<file path="src/rtl/id_ex_pipe_reg_if.sv">
// id_ex_pipe_reg_if
//   Bundles the decode-side inputs, the hazard controls and the registered
//   execute-side outputs of the ID/EX pipeline register.
//   Flow: there is no valid/ready handshake here. valid_d qualifies the decode
//   entry. The register always accepts on a clock edge unless the hazard unit
//   holds it with stall_e or replaces it with a bubble via flush_e.
//   Modports:
//     master : decode stage / hazard unit side, drives *_d, stall_e, flush_e
//     slave  : the pipeline register, drives *_e and bubble_cnt
interface id_ex_pipe_reg_if #(
  parameter int XLEN  = 32,
  parameter int CNT_W = 16
);
  // Hazard controls
  logic             stall_e;
  logic             flush_e;
  // Decode-side entry
  logic             valid_d;
  logic [2:0]       alu_control_d;
  logic             alu_src_d;
  logic             reg_write_d;
  logic             mem_write_d;
  logic [1:0]       result_src_d;
  logic             branch_d;
  logic             jump_d;
  logic [2:0]       funct3_d;
  logic [XLEN-1:0]  rd1_d, rd2_d, imm_d, pc_d, pc_plus4_d;
  logic [4:0]       rs1_d, rs2_d, rd_d;
  // Execute-side entry
  logic             valid_e;
  logic [2:0]       alu_control_e;
  logic             alu_src_e;
  logic             reg_write_e;
  logic             mem_write_e;
  logic [1:0]       result_src_e;
  logic             branch_e;
  logic             jump_e;
  logic [2:0]       funct3_e;
  logic [XLEN-1:0]  rd1_e, rd2_e, imm_e, pc_e, pc_plus4_e;
  logic [4:0]       rs1_e, rs2_e, rd_e;
  logic [CNT_W-1:0] bubble_cnt;

  modport master (
    output stall_e, flush_e, valid_d, alu_control_d, alu_src_d, reg_write_d,
           mem_write_d, result_src_d, branch_d, jump_d, funct3_d, rd1_d, rd2_d,
           imm_d, pc_d, pc_plus4_d, rs1_d, rs2_d, rd_d,
    input  valid_e, alu_control_e, alu_src_e, reg_write_e, mem_write_e,
           result_src_e, branch_e, jump_e, funct3_e, rd1_e, rd2_e, imm_e, pc_e,
           pc_plus4_e, rs1_e, rs2_e, rd_e, bubble_cnt
  );

  modport slave (
    input  stall_e, flush_e, valid_d, alu_control_d, alu_src_d, reg_write_d,
           mem_write_d, result_src_d, branch_d, jump_d, funct3_d, rd1_d, rd2_d,
           imm_d, pc_d, pc_plus4_d, rs1_d, rs2_d, rd_d,
    output valid_e, alu_control_e, alu_src_e, reg_write_e, mem_write_e,
           result_src_e, branch_e, jump_e, funct3_e, rd1_e, rd2_e, imm_e, pc_e,
           pc_plus4_e, rs1_e, rs2_e, rd_e, bubble_cnt
  );
endinterface

</file>
<file path="src/rtl/id_ex_pipe_reg.sv">
// id_ex_pipe_reg
//   Decode->execute pipeline register of the 5-stage RISC-V core.
//   Per rising edge, in priority order:
//     flush_e          : load an all-zero bubble (even if stall_e is high)
//     stall_e          : hold the current E entry
//     otherwise        : capture the D entry (one cycle latency)
//   A captured entry with valid_d=0 is also a bubble: its side-effect
//   controls (reg_write, mem_write, branch, jump) are cleared.
//   bubble_cnt counts every bubble loaded into E and saturates at all-ones.
//   Ports:
//     clk    : rising-edge clock
//     rst_n  : asynchronous active-low reset, clears every output
//     bus    : id_ex_pipe_reg_if slave modport (*_d in, *_e and bubble_cnt out)
//   All outputs come straight from flops.
module id_ex_pipe_reg #(
  parameter int XLEN  = 32,
  parameter int CNT_W = 16
) (
  input  logic                clk,
  input  logic                rst_n,
  id_ex_pipe_reg_if.slave     bus
);

  typedef struct packed {
    logic            valid;
    logic [2:0]      alu_control;
    logic            alu_src;
    logic            reg_write;
    logic            mem_write;
    logic [1:0]      result_src;
    logic            branch;
    logic            jump;
    logic [2:0]      funct3;
    logic [XLEN-1:0] rd1;
    logic [XLEN-1:0] rd2;
    logic [XLEN-1:0] imm;
    logic [XLEN-1:0] pc;
    logic [XLEN-1:0] pc_plus4;
    logic [4:0]      rs1;
    logic [4:0]      rs2;
    logic [4:0]      rd;
  } stage_t;

  stage_t           r_e;
  stage_t           w_load;
  logic [CNT_W-1:0] r_bubble_cnt;
  logic             w_bubble;

  // Entry to capture on a normal load. An invalid decode entry keeps its data
  // fields but must not write registers, memory or redirect the PC.
  always_comb begin
    w_load             = '0;
    w_load.valid       = bus.valid_d;
    w_load.alu_control = bus.alu_control_d;
    w_load.alu_src     = bus.alu_src_d;
    w_load.reg_write   = bus.reg_write_d & bus.valid_d;
    w_load.mem_write   = bus.mem_write_d & bus.valid_d;
    w_load.result_src  = bus.result_src_d;
    w_load.branch      = bus.branch_d & bus.valid_d;
    w_load.jump        = bus.jump_d & bus.valid_d;
    w_load.funct3      = bus.funct3_d;
    w_load.rd1         = bus.rd1_d;
    w_load.rd2         = bus.rd2_d;
    w_load.imm         = bus.imm_d;
    w_load.pc          = bus.pc_d;
    w_load.pc_plus4    = bus.pc_plus4_d;
    w_load.rs1         = bus.rs1_d;
    w_load.rs2         = bus.rs2_d;
    w_load.rd          = bus.rd_d;
  end

  // A bubble enters E on a flush, or on a load of an invalid entry.
  // A stall hold never counts.
  assign w_bubble = bus.flush_e | (~bus.stall_e & ~bus.valid_d);

  always_ff @(posedge clk or negedge rst_n) begin
    if (!rst_n) begin
      r_e          <= '0;
      r_bubble_cnt <= '0;
    end else begin
      if (bus.flush_e) begin
        r_e <= '0;
      end else if (!bus.stall_e) begin
        r_e <= w_load;
      end
      if (w_bubble && !(&r_bubble_cnt)) begin
        r_bubble_cnt <= r_bubble_cnt + 1'b1;
      end
    end
  end

  assign bus.valid_e       = r_e.valid;
  assign bus.alu_control_e = r_e.alu_control;
  assign bus.alu_src_e     = r_e.alu_src;
  assign bus.reg_write_e   = r_e.reg_write;
  assign bus.mem_write_e   = r_e.mem_write;
  assign bus.result_src_e  = r_e.result_src;
  assign bus.branch_e      = r_e.branch;
  assign bus.jump_e        = r_e.jump;
  assign bus.funct3_e      = r_e.funct3;
  assign bus.rd1_e         = r_e.rd1;
  assign bus.rd2_e         = r_e.rd2;
  assign bus.imm_e         = r_e.imm;
  assign bus.pc_e          = r_e.pc;
  assign bus.pc_plus4_e    = r_e.pc_plus4;
  assign bus.rs1_e         = r_e.rs1;
  assign bus.rs2_e         = r_e.rs2;
  assign bus.rd_e          = r_e.rd;
  assign bus.bubble_cnt    = r_bubble_cnt;

endmodule

</file>
<file path="src/flat_wrapper.sv">
// flat-port wrapper written by rule: the top's interface ports become plain ports
module id_ex_pipe_reg_flat 
#(
  parameter int XLEN  = 32,
  parameter int CNT_W = 16
)
  (clk, rst_n, bus_stall_e, bus_flush_e, bus_valid_d, bus_alu_control_d, bus_alu_src_d, bus_reg_write_d, bus_mem_write_d, bus_result_src_d, bus_branch_d, bus_jump_d, bus_funct3_d, bus_rd1_d, bus_rd2_d, bus_imm_d, bus_pc_d, bus_pc_plus4_d, bus_rs1_d, bus_rs2_d, bus_rd_d, bus_valid_e, bus_alu_control_e, bus_alu_src_e, bus_reg_write_e, bus_mem_write_e, bus_result_src_e, bus_branch_e, bus_jump_e, bus_funct3_e, bus_rd1_e, bus_rd2_e, bus_imm_e, bus_pc_e, bus_pc_plus4_e, bus_rs1_e, bus_rs2_e, bus_rd_e, bus_bubble_cnt);
  id_ex_pipe_reg_if #(.XLEN(XLEN), .CNT_W(CNT_W)) bus_i ();
  input  logic clk;
  input  logic rst_n;
  input wire logic [$bits(bus_i.stall_e)-1:0] bus_stall_e;
  input wire logic [$bits(bus_i.flush_e)-1:0] bus_flush_e;
  input wire logic [$bits(bus_i.valid_d)-1:0] bus_valid_d;
  input wire logic [$bits(bus_i.alu_control_d)-1:0] bus_alu_control_d;
  input wire logic [$bits(bus_i.alu_src_d)-1:0] bus_alu_src_d;
  input wire logic [$bits(bus_i.reg_write_d)-1:0] bus_reg_write_d;
  input wire logic [$bits(bus_i.mem_write_d)-1:0] bus_mem_write_d;
  input wire logic [$bits(bus_i.result_src_d)-1:0] bus_result_src_d;
  input wire logic [$bits(bus_i.branch_d)-1:0] bus_branch_d;
  input wire logic [$bits(bus_i.jump_d)-1:0] bus_jump_d;
  input wire logic [$bits(bus_i.funct3_d)-1:0] bus_funct3_d;
  input wire logic [$bits(bus_i.rd1_d)-1:0] bus_rd1_d;
  input wire logic [$bits(bus_i.rd2_d)-1:0] bus_rd2_d;
  input wire logic [$bits(bus_i.imm_d)-1:0] bus_imm_d;
  input wire logic [$bits(bus_i.pc_d)-1:0] bus_pc_d;
  input wire logic [$bits(bus_i.pc_plus4_d)-1:0] bus_pc_plus4_d;
  input wire logic [$bits(bus_i.rs1_d)-1:0] bus_rs1_d;
  input wire logic [$bits(bus_i.rs2_d)-1:0] bus_rs2_d;
  input wire logic [$bits(bus_i.rd_d)-1:0] bus_rd_d;
  output wire logic [$bits(bus_i.valid_e)-1:0] bus_valid_e;
  output wire logic [$bits(bus_i.alu_control_e)-1:0] bus_alu_control_e;
  output wire logic [$bits(bus_i.alu_src_e)-1:0] bus_alu_src_e;
  output wire logic [$bits(bus_i.reg_write_e)-1:0] bus_reg_write_e;
  output wire logic [$bits(bus_i.mem_write_e)-1:0] bus_mem_write_e;
  output wire logic [$bits(bus_i.result_src_e)-1:0] bus_result_src_e;
  output wire logic [$bits(bus_i.branch_e)-1:0] bus_branch_e;
  output wire logic [$bits(bus_i.jump_e)-1:0] bus_jump_e;
  output wire logic [$bits(bus_i.funct3_e)-1:0] bus_funct3_e;
  output wire logic [$bits(bus_i.rd1_e)-1:0] bus_rd1_e;
  output wire logic [$bits(bus_i.rd2_e)-1:0] bus_rd2_e;
  output wire logic [$bits(bus_i.imm_e)-1:0] bus_imm_e;
  output wire logic [$bits(bus_i.pc_e)-1:0] bus_pc_e;
  output wire logic [$bits(bus_i.pc_plus4_e)-1:0] bus_pc_plus4_e;
  output wire logic [$bits(bus_i.rs1_e)-1:0] bus_rs1_e;
  output wire logic [$bits(bus_i.rs2_e)-1:0] bus_rs2_e;
  output wire logic [$bits(bus_i.rd_e)-1:0] bus_rd_e;
  output wire logic [$bits(bus_i.bubble_cnt)-1:0] bus_bubble_cnt;
  assign bus_i.stall_e = bus_stall_e;
  assign bus_i.flush_e = bus_flush_e;
  assign bus_i.valid_d = bus_valid_d;
  assign bus_i.alu_control_d = bus_alu_control_d;
  assign bus_i.alu_src_d = bus_alu_src_d;
  assign bus_i.reg_write_d = bus_reg_write_d;
  assign bus_i.mem_write_d = bus_mem_write_d;
  assign bus_i.result_src_d = bus_result_src_d;
  assign bus_i.branch_d = bus_branch_d;
  assign bus_i.jump_d = bus_jump_d;
  assign bus_i.funct3_d = bus_funct3_d;
  assign bus_i.rd1_d = bus_rd1_d;
  assign bus_i.rd2_d = bus_rd2_d;
  assign bus_i.imm_d = bus_imm_d;
  assign bus_i.pc_d = bus_pc_d;
  assign bus_i.pc_plus4_d = bus_pc_plus4_d;
  assign bus_i.rs1_d = bus_rs1_d;
  assign bus_i.rs2_d = bus_rs2_d;
  assign bus_i.rd_d = bus_rd_d;
  assign bus_valid_e = bus_i.valid_e;
  assign bus_alu_control_e = bus_i.alu_control_e;
  assign bus_alu_src_e = bus_i.alu_src_e;
  assign bus_reg_write_e = bus_i.reg_write_e;
  assign bus_mem_write_e = bus_i.mem_write_e;
  assign bus_result_src_e = bus_i.result_src_e;
  assign bus_branch_e = bus_i.branch_e;
  assign bus_jump_e = bus_i.jump_e;
  assign bus_funct3_e = bus_i.funct3_e;
  assign bus_rd1_e = bus_i.rd1_e;
  assign bus_rd2_e = bus_i.rd2_e;
  assign bus_imm_e = bus_i.imm_e;
  assign bus_pc_e = bus_i.pc_e;
  assign bus_pc_plus4_e = bus_i.pc_plus4_e;
  assign bus_rs1_e = bus_i.rs1_e;
  assign bus_rs2_e = bus_i.rs2_e;
  assign bus_rd_e = bus_i.rd_e;
  assign bus_bubble_cnt = bus_i.bubble_cnt;
  id_ex_pipe_reg #(.XLEN(XLEN), .CNT_W(CNT_W)) u_core (.clk(clk), .rst_n(rst_n), .bus(bus_i));
endmodule
</file>
<file path="config.mk">
export PLATFORM = sky130hd
export DESIGN_NAME = id_ex_pipe_reg_flat
export DESIGN_NICKNAME = d
export VERILOG_FILES = /design/src/rtl/id_ex_pipe_reg_if.sv /design/src/rtl/id_ex_pipe_reg.sv /design/src/flat_wrapper.sv
export SDC_FILE = /design/constraint.sdc
export NUM_CORES = 1
export LEC_CHECK = 0
export ABC_CLOCK_PERIOD_IN_PS = 2800
export CAP_MARGIN = 5
export CORE_ASPECT_RATIO = 0.5
export CORE_MARGIN = 8
export CORE_UTILIZATION = 44
export CTS_CLUSTER_SIZE = 24
export DETAILED_ROUTE_END_ITERATION = 12
export PLACE_DENSITY = 0.95
export SETUP_SLACK_MARGIN = 0.2
export SLEW_MARGIN = 0
export SYNTH_ARGS = -nofsm -noshare
export SYNTH_HDL_FRONTEND = slang
export SYNTH_SLANG_ARGS = --single-unit
</file>
<file path="constraint.sdc">
create_clock -name clk -period 2.8 [get_ports clk]
set_clock_uncertainty 0.05 [all_clocks]
set_input_delay 0.28 -clock clk [delete_from_list [all_inputs] [get_ports clk]]
set_output_delay 0.28 -clock clk [all_outputs]
set_load 0.01 [all_outputs]
</file>
==> out/metrics.cfg, run 1 <==
[setup_path]
cp_num_buf_inv=1
ff2ff_setup_slack_ns=1.00
startpoint_type=flop
cp_top_family=buffers and inverters
rr_worst_depth=5
cp-end-kind=primary output
arrival_ns=1.58
worstPathMaxFanout=6
cp_slowest_cell=clkdlybuf4s50_1
path_depth=1
path_cells=clkdlybuf4s50_1
critical_path_class=flop to primary output
required_ns=2.47
max_stage_delay_ns=0.61

[placement]
dp.cells=1311
portBuffers=397
post-dp-hpwl_mm=21.38
place_congestion=0.8445
pre_cts_ws_ns=0.7117

[cells_and_area]
final_nets=1268
fillers=1291
multiInputGateArea_um2=3083
layout-drive-gt1-share_pct=4.880
regArea_um2=5130
area_growth_pct=57.70
diodes=0
fin_cells=1345

[drt]
drt_wl_total_mm=28.48
vias=6655
drcViolationCount=0
drtPass1Iterations=4
drt_iter0_markers=440
ant_nets=0
viasPerCell=4.948
routedWlPerCell_um=21.17

[synthesis]
synth_area_leaders=dfrtp_1 61%, mux2i_1 22%, nor2_1 8.9%, buf_2 1.4%, clkbuf_1 0.76%
synth.largest_area_cell=dfrtp_1
netlist_instances=691
synth_area_per_cell_um2=12.16
synth_area_um2=8403
yosysWarnings=0
seq_area_frac_synth_pct=61.05
synth_cell_type_count=33
syn-num-nets=885
yosysTopAreaCellShare_pct=61.05
synth_seq_cells=205

[cts]
cts-root-buf=clkbuf_16
cts_buffer_depth=3
ctsResizeCount=0
cts.sinks=205
htree_num_levels=1
clkTransAtPathRegs_ns=0.07
cts_buffers=19
clock_latency_ns=0.47
cts_tree=built

[global_route]
grt_overflow=0
grtUsageMet2_pct=43.28
antenna_found_initial=0
gr-usage-met3_pct=3.203
grt_pass1_vias=7268
grt-busiest-layer=met2
use_met1_pct=25.04
grt_pass1_wl_mm=42.46
grtUsageTotal_pct=22.46
grt_max_degree=190

[timing]
fin_crit_sh_pct=68.10
rsz0062_at_grt=no
setup_viol=0
slew-limit-headroom_pct=45.54
timing.final.ws_setup_ns=0.8932
finalSetupTns_ns=0
drv_slew=0
hold_violations=0
fin_crit_ns=1.907
max_freq_mhz=524.4
tightest_slew_ns=0.8168

[pwr]
power_leakage_nw=6.233
p_per_area_nw_per_um2=558.6
ir_worst_vdd_uv=365.7

[job]
cap_viol_max_count=0

[floorplanning]
start_util_pct=45.26
die_w_um=211.4
core_um2=18570
fp-row-count=35
die_h_um=113.7
ioPinCount=398
dieArea_um2=24040

[worst_hold_path]
worstHoldPathType=primary input to flop
min_path_cells=4

[outcome]
status=finished, final reports clean

[synth_stat cells (all sizes together)]
cell,number
nand4,5
o41ai,1
clkbuf,17
nor3b,2
and3,2
mux2i,185
nand4bb,1
ha,1
nor2,200
nor3,2
nor4,1
a21oi,5
nor4b,2
buf,26
o21ai,2
and2b,1
nand2,6
or2,1
xnor2,6
nand3,8
nand2b,1
o21bai,1
xor2,5
mux2,3
a31oi,2
dfrtp,205
[layout by cell type, fill, tap and decap left out, types with 3 or more instances in the layout]
cell and n:
clkbuf_8 4, xor2_1 5, buf_4 3, clkbuf_16 19, buf_12 4, clkdlybuf4s50_1 394, nor2_1 200, clkinv_2 6
xnor2_1 6, dfrtp_1 205, mux2i_1 185, a21oi_1 5, nand3_1 6, clkbuf_1 3, nand2_1 6
[per-stage QoR]
stage               power, mW  hold WS [ns]  cell area [um^2]  util, %
finish                  7.402        0.1934             13250    71.37
global route            7.683        0.2068             13250    71.37
CTS                     7.489        0.1841             13250    71.37
detailed placement      4.838        0.3239             12620    67.99
global placement        4.775        0.3183             12620    67.99
floorplan               3.909      -0.06559              8403        -
[flip-flops by register name (all words and copies together), names as in the netlist, 16 cells and up]
name                   count
u_core.bus.bubble_cnt     16
u_core.bus.imm_e          32
u_core.bus.pc_plus4_e     32
u_core.bus.rd1_e          32
u_core.bus.rd2_e          32
u_core.bus.pc_e           32
[per-layer routing]
metal | routed length [um] | part of all wire (%)
met2 | 15700 | 55
met3 | 1288 | 4.5
met1 | 10500 | 37
met4 | 991 | 3.5
met5 | 0 | 0
[final cells by class]
type | instances | area share (%)
multi-input combinational | 443 | 23.26
tap | 259 | 2.445
clock buffer | 25 | 3.984
timing repair buffer | 405 | 30.91
clock inverter | 8 | 0.6798
sequential | 205 | 38.71
[kinds of logic (layout without fill, tap and decap cells)]
| logic type | count (synthesis) | count (layout) | share of synthesized area (%) |
|---|---|---|---|
| and+or+nand+nor | 232 | 232 | 11.79 |
| DFF | 205 | 205 | 61.05 |
| muxes | 188 | 188 | 22.48 |
| buffers and inverters | 43 | 438 | 2.263 |
| AOI/OAI and AO/OA | 11 | 11 | 1.117 |
| xor gates and xnor gates | 11 | 11 | 1.146 |
| adders and majority gates | 1 | 1 | 0.1489 |
[power by group]
part           switching [mW]  leakage (nW)  internal [mW]
registers               0.185          2.72           3.16
clock network            1.11         0.311           1.51
logic                   0.615          3.20          0.815
[worst min-delay path, stage by stage]
cell      delay [ns]
buf_6           0.08
o21bai_4        0.14
a21oi_1         0.07
nor2_1          0.09
[worst paths after layout]
check                                                        endpoint                            startpoint
worst max-delay path                                bus_bubble_cnt[4]  u_core.bus.bubble_cnt[4]$_DFFE_PN0P_
worst min-delay path             u_core.bus.bubble_cnt[2]$_DFFE_PN0P_                           bus_flush_e
worst max register to register  u_core.bus.bubble_cnt[14]$_DFFE_PN0P_  u_core.bus.bubble_cnt[1]$_DFFE_PN0P_
worst min register to register       u_core.bus.imm_e[18]$_DFFE_PN0P_      u_core.bus.imm_e[18]$_DFFE_PN0P_
max in group asynchronous             u_core.bus.imm_e[1]$_DFFE_PN0P_                                 rst_n
min in group asynchronous          u_core.bus.funct3_e[2]$_DFFE_PN0P_                                 rst_n
[repair_timing]
item                                   in CTS  in global routing
endpoints found under the hold margin      78                  0
setup endpoints to repair                   0                  0
setup buffers                               0                  0
hold buffers                                1                  0
(Power assumes the default switching activity.)
==> run 2, diff against run 1 <==
ABC_CLOCK_PERIOD_IN_PS = 1900   (was 2800)
CORE_UTILIZATION = 41   (was 44)
PLACE_DENSITY = 0.91   (was 0.95)
clock period = 1.9 ns   (was 2.8 ns; I/O delays follow)
==> out/metrics.cfg, run 2 (synthesis gave the netlist of run 1 again) <==
[outcome]
status=finished, final reports clean

[cells_and_area]
multiInputGateArea_um2=3115
fin_util_pct=67.15
fillers=1510
final_nets=1280
area_growth_pct=62.40
regArea_um2=5135
final_cell_mix=301 x clkdlybuf4s50_1, 201 x dfrtp_1, 200 x nor2_1
final_common_cell=clkdlybuf4s50_1
layout-drive-gt1-share_pct=6.824

[timing]
setup_viol=0
hold_violations=0
timing.final.ws_setup_ns=0.2299
finalSetupTns_ns=0
tightest_slew_ns=0.9446
rsz0062_at_grt=yes
fin_crit_sh_pct=87.90
max_freq_mhz=598.8
drv_slew=0
slew-limit-headroom_pct=37.03
fin_crit_ns=1.670

[global_route]
antenna_found_initial=1
grt_pass1_vias=7166
grt_overflow=0
grtUsageTotal_pct=21.14
grt_pass1_wl_mm=42.17
grt_max_degree=190

[cts]
clkTransAtPathRegs_ns=0.07
cts_tree=built
cts-root-buf=clkbuf_16
cts.sinks=205
htree_num_levels=1
clock_latency_ns=0.49
cts_buffer_depth=3
cts_buffers=20

[floorplanning]
dieArea_um2=25610
start_util_pct=41.35
core_um2=20320
die_w_um=218.5
fp-row-count=37
die_h_um=117.2
ioPinCount=398

[setup_path]
cp_top_family=buffers and inverters
startpoint_type=flop
max_stage_delay_ns=0.56
critical_path_class=flop to primary output
required_ns=1.66
cp_num_buf_inv=1
cp-end-kind=primary output
path_cells=clkdlybuf4s50_1
worstPathMaxFanout=2
arrival_ns=1.43
cp_slowest_cell=clkdlybuf4s50_1

[drt]
vias=6642
routedWlPerCell_um=21.11
drcViolationCount=0
ant_nets=0
viasPerCell=4.838
drt_iter0_markers=566
drtPass1Iterations=4
drt_wl_total_mm=28.98

[worst_hold_path]
worstHoldPathType=primary input to flop

[placement]
portBuffers=397
pre_cts_ws_ns=0.08979
place_congestion=0.8500
post-dp-hpwl_mm=21.57

[pwr]
p_per_area_nw_per_um2=848.0
power_leakage_nw=7.355
ir_worst_vdd_uv=604.5

[job]
cap_viol_max_count=0

[run 2: final timing paths]
path                                                            from                                     to  slack [ns]  cells past startpoint
worst max register to register  u_core.bus.bubble_cnt[0]$_DFFE_PN0P_  u_core.bus.bubble_cnt[11]$_DFFE_PN0P_        0.24                      5
worst min register to register      u_core.bus.imm_e[12]$_DFFE_PN0P_       u_core.bus.imm_e[12]$_DFFE_PN0P_        0.47                      2
min in group asynchronous                                      rst_n   u_core.bus.bubble_cnt[1]$_DFFE_PN0P_        0.24                      2
worst max-delay path                 u_core.bus.pc_e[21]$_DFFE_PN0P_                           bus_pc_e[21]        0.23                      1
worst min-delay path                                     bus_stall_e       u_core.bus.rd1_e[13]$_DFFE_PN0P_        0.08                      3
max in group asynchronous                                      rst_n   u_core.bus.bubble_cnt[8]$_DFFE_PN0P_        0.86                      3
[run 2: through the flow]
stage	hold slack, ns	instance area, um^2	total power, mW	std cells
floorplan	-0.1556	8403	5.761	691
global placement	0.1660	12720	7.075	1332
detailed placement	0.1705	12720	7.166	1332
CTS	0.05496	13460	11.67	1370
global route	0.06914	13650	12.05	1373
finish	0.07917	13650	11.57	1373
[run 2: worst reg2reg max path, delay by kind of cell, from the launching register on]
kind / cells / cell delay [ns]
flip-flops: 1 / 0.41
AND/OR/NAND/NOR: 3 / 0.57
multiplexers: 1 / 0.36
buffers and inverters: 1 / 0.16
[run 2: power breakdown]
part / internal, mW / switching, mW / leakage (nW) / total, mW
clock network: 2.75 / 1.70 / 0.368 / 4.46
logic: 1.21 / 0.972 / 4.27 / 2.18
registers: 4.67 / 0.272 / 2.71 / 4.94
[run 2: repair_timing]
item,in CTS,in global routing
endpoints found under the setup margin,43,66
pin swaps,1,1
buffers inserted,2,2
resized for setup,42,60
hold endpoints to repair,54,0
hold buffers,1,0
[run 2: layer usage]
metal  part of all wire, %  track usage [%]  vias to the layer above
li1                      -                -                     3099
met1                    35            23.02                     3344
met2                    58            40.82                      137
met3                   3.9            4.233                       62
met4                   3.3            7.569                        0
met5                     0                0                        -
[run 2: area by class of cell]
class	instances	area share, %
multi-input combinational	443	22.83
clock inverter	8	1.054
timing repair buffer	416	31.59
antenna	1	0.01834
sequential	205	37.63
clock buffer	27	4.383
tap	273	2.503
==> run 3, diff against run 2 <==
CORE_MARGIN = not set   (was 8)
==> out/metrics.cfg, run 3 (synthesis gave the netlist of run 1 again) <==
[outcome]
status=finished, final reports clean

[placement]
pre_cts_ws_ns=0.09237
portBuffers=397
post-dp-hpwl_mm=18.89
place_congestion=0.8578

[global_route]
grt_pass1_vias=6807
grt_max_degree=118
antenna_found_initial=0
grt_pass1_wl_mm=38.30
grtUsageTotal_pct=23.38
grt_overflow=0

[timing]
timing.final.ws_setup_ns=0.1764
drv_slew=0
rsz0062_at_grt=yes
max_freq_mhz=580.2
hold_violations=0
slew-limit-headroom_pct=60.97
tightest_slew_ns=0.5855
setup_viol=0
finalSetupTns_ns=0
fin_crit_sh_pct=90.72
fin_crit_ns=1.724

[setup_path]
path_cells=clkdlybuf4s50_1
critical_path_class=flop to primary output
required_ns=1.66
cp_top_family=buffers and inverters
max_stage_delay_ns=0.57
cp_num_buf_inv=1
cp_slowest_cell=clkdlybuf4s50_1
cp-end-kind=primary output
worstPathMaxFanout=6
path_depth=1
arrival_ns=1.48
rr_worst_depth=5
startpoint_type=flop

[cts]
cts_buffers=19
clock_latency_ns=0.47
cts_buffer_depth=3
clkTransAtPathRegs_ns=0.07
cts.sinks=205
cts_tree=built
cts-root-buf=clkbuf_16
htree_num_levels=1

[drt]
drt_wl_total_mm=25.70
vias=6662
routedWlPerCell_um=18.88
ant_nets=0
viasPerCell=4.895
drt_iter0_markers=267
drtPass1Iterations=5
drcViolationCount=0

[cells_and_area]
diodes=0
final_common_cell=clkdlybuf4s50_1
fillers=1436
layout-drive-gt1-share_pct=6.667
area_growth_pct=59.96
final_nets=1280
final_cell_mix=365 x clkdlybuf4s50_1, 199 x nor2_1, 197 x dfrtp_1

[floorplanning]
start_util_pct=42.50
core_um2=19770
fp-row-count=36
die_h_um=103.2
dieArea_um2=21110
die_w_um=204.5
ioPinCount=398

[pwr]
ir_worst_vdd_uv=444.4
p_per_area_nw_per_um2=808.9
power_leakage_nw=6.523

[job]
cap_viol_max_count=0

[worst_hold_path]
min_path_cells=3
worstHoldPathType=primary input to flop

run 3: changes by cell type in the layout (fill, tap and decap cells not counted), sizes merged:
cell,previous run,this run
dlygate4sd2,37,19
clkbuf,28,26
clkdlybuf4s50,301,365
diode,1,0
clkinv,4,2
bufinv,4,2
clkinvlp,0,1
dlymetal6s2s,56,10
buf,20,21
run 3: report_power, final:
part           leakage [nW]  switching, mW  internal (mW)
clock                 0.289           1.62           2.18
combinational          3.52          0.924           1.20
sequential             2.71          0.274           4.67
run 3: per-stage QoR:
step | hold WS (ns) | total power [mW] | util [%] | instances | area, um^2
floorplan | -0.1556 | 5.761 | - | 691 | 8403
global placement | 0.1772 | 7.050 | 64.52 | 1328 | 12760
detailed placement | 0.1797 | 7.137 | 64.52 | 1328 | 12760
CTS | 0.1182 | 10.93 | 67.64 | 1361 | 13380
global route | 0.1297 | 11.32 | 67.98 | 1361 | 13440
finish | 0.1338 | 10.87 | 67.98 | 1361 | 13440
run 3: final timing paths:
kind | from | to | slack (ns)
max | u_core.bus.bubble_cnt[8]$_DFFE_PN0P_ | bus_bubble_cnt[8] | 0.18
min | bus_stall_e | u_core.bus.imm_e[31]$_DFFE_PN0P_ | 0.13
max reg2reg | u_core.bus.bubble_cnt[2]$_DFFE_PN0P_ | u_core.bus.bubble_cnt[15]$_DFFE_PN0P_ | 0.21
min reg2reg | u_core.bus.imm_e[0]$_DFFE_PN0P_ | u_core.bus.imm_e[0]$_DFFE_PN0P_ | 0.47
max in group asynchronous | rst_n | u_core.bus.rd2_e[0]$_DFFE_PN0P_ | 0.92
min in group asynchronous | rst_n | u_core.bus.bubble_cnt[5]$_DFFE_PN0P_ | 0.21
run 3: cell type report:
| type | instances | area, um^2 | share of cell area, % |
|---|---|---|---|
| Timing Repair Buffer | 417 | 4238 | 31.53 |
| Clock inverter | 5 | 77.57 | 0.5771 |
| Tap cell | 266 | 332.8 | 2.476 |
| Clock buffer | 25 | 518.0 | 3.854 |
| Sequential cell | 205 | 5140 | 38.24 |
| Multi-Input combinational cell | 443 | 3136 | 23.33 |
run 3: layer usage:
metal / GRT usage (%) / share of wire [%] / up-vias
met2: 43.39 / 54 / 175
met4: 6.028 / 2.5 / 0
met1: 29.04 / 40 / 3344
li1: - / - / 3095
met5: 0 / 0 / -
met3: 3.383 / 2.9 / 48
run 3: what timing repair did:
item / 4_1_cts / 5_1_grt
hold buffers: 1 / 0
endpoints found under the hold margin: 57 / 0
setup endpoints to repair: 26 / 22
resized for setup: 26 / 19
pin swaps: 1 / 0
buffers inserted: 2 / 0
run 3: worst register-to-register path: stages, from the launching register on:
cell and delay, ns:
dfrtp_2 0.44, and3_1 0.22, nand3_2 0.14, buf_4 0.19
nor4b_2 0.34, xor2_1 0.23
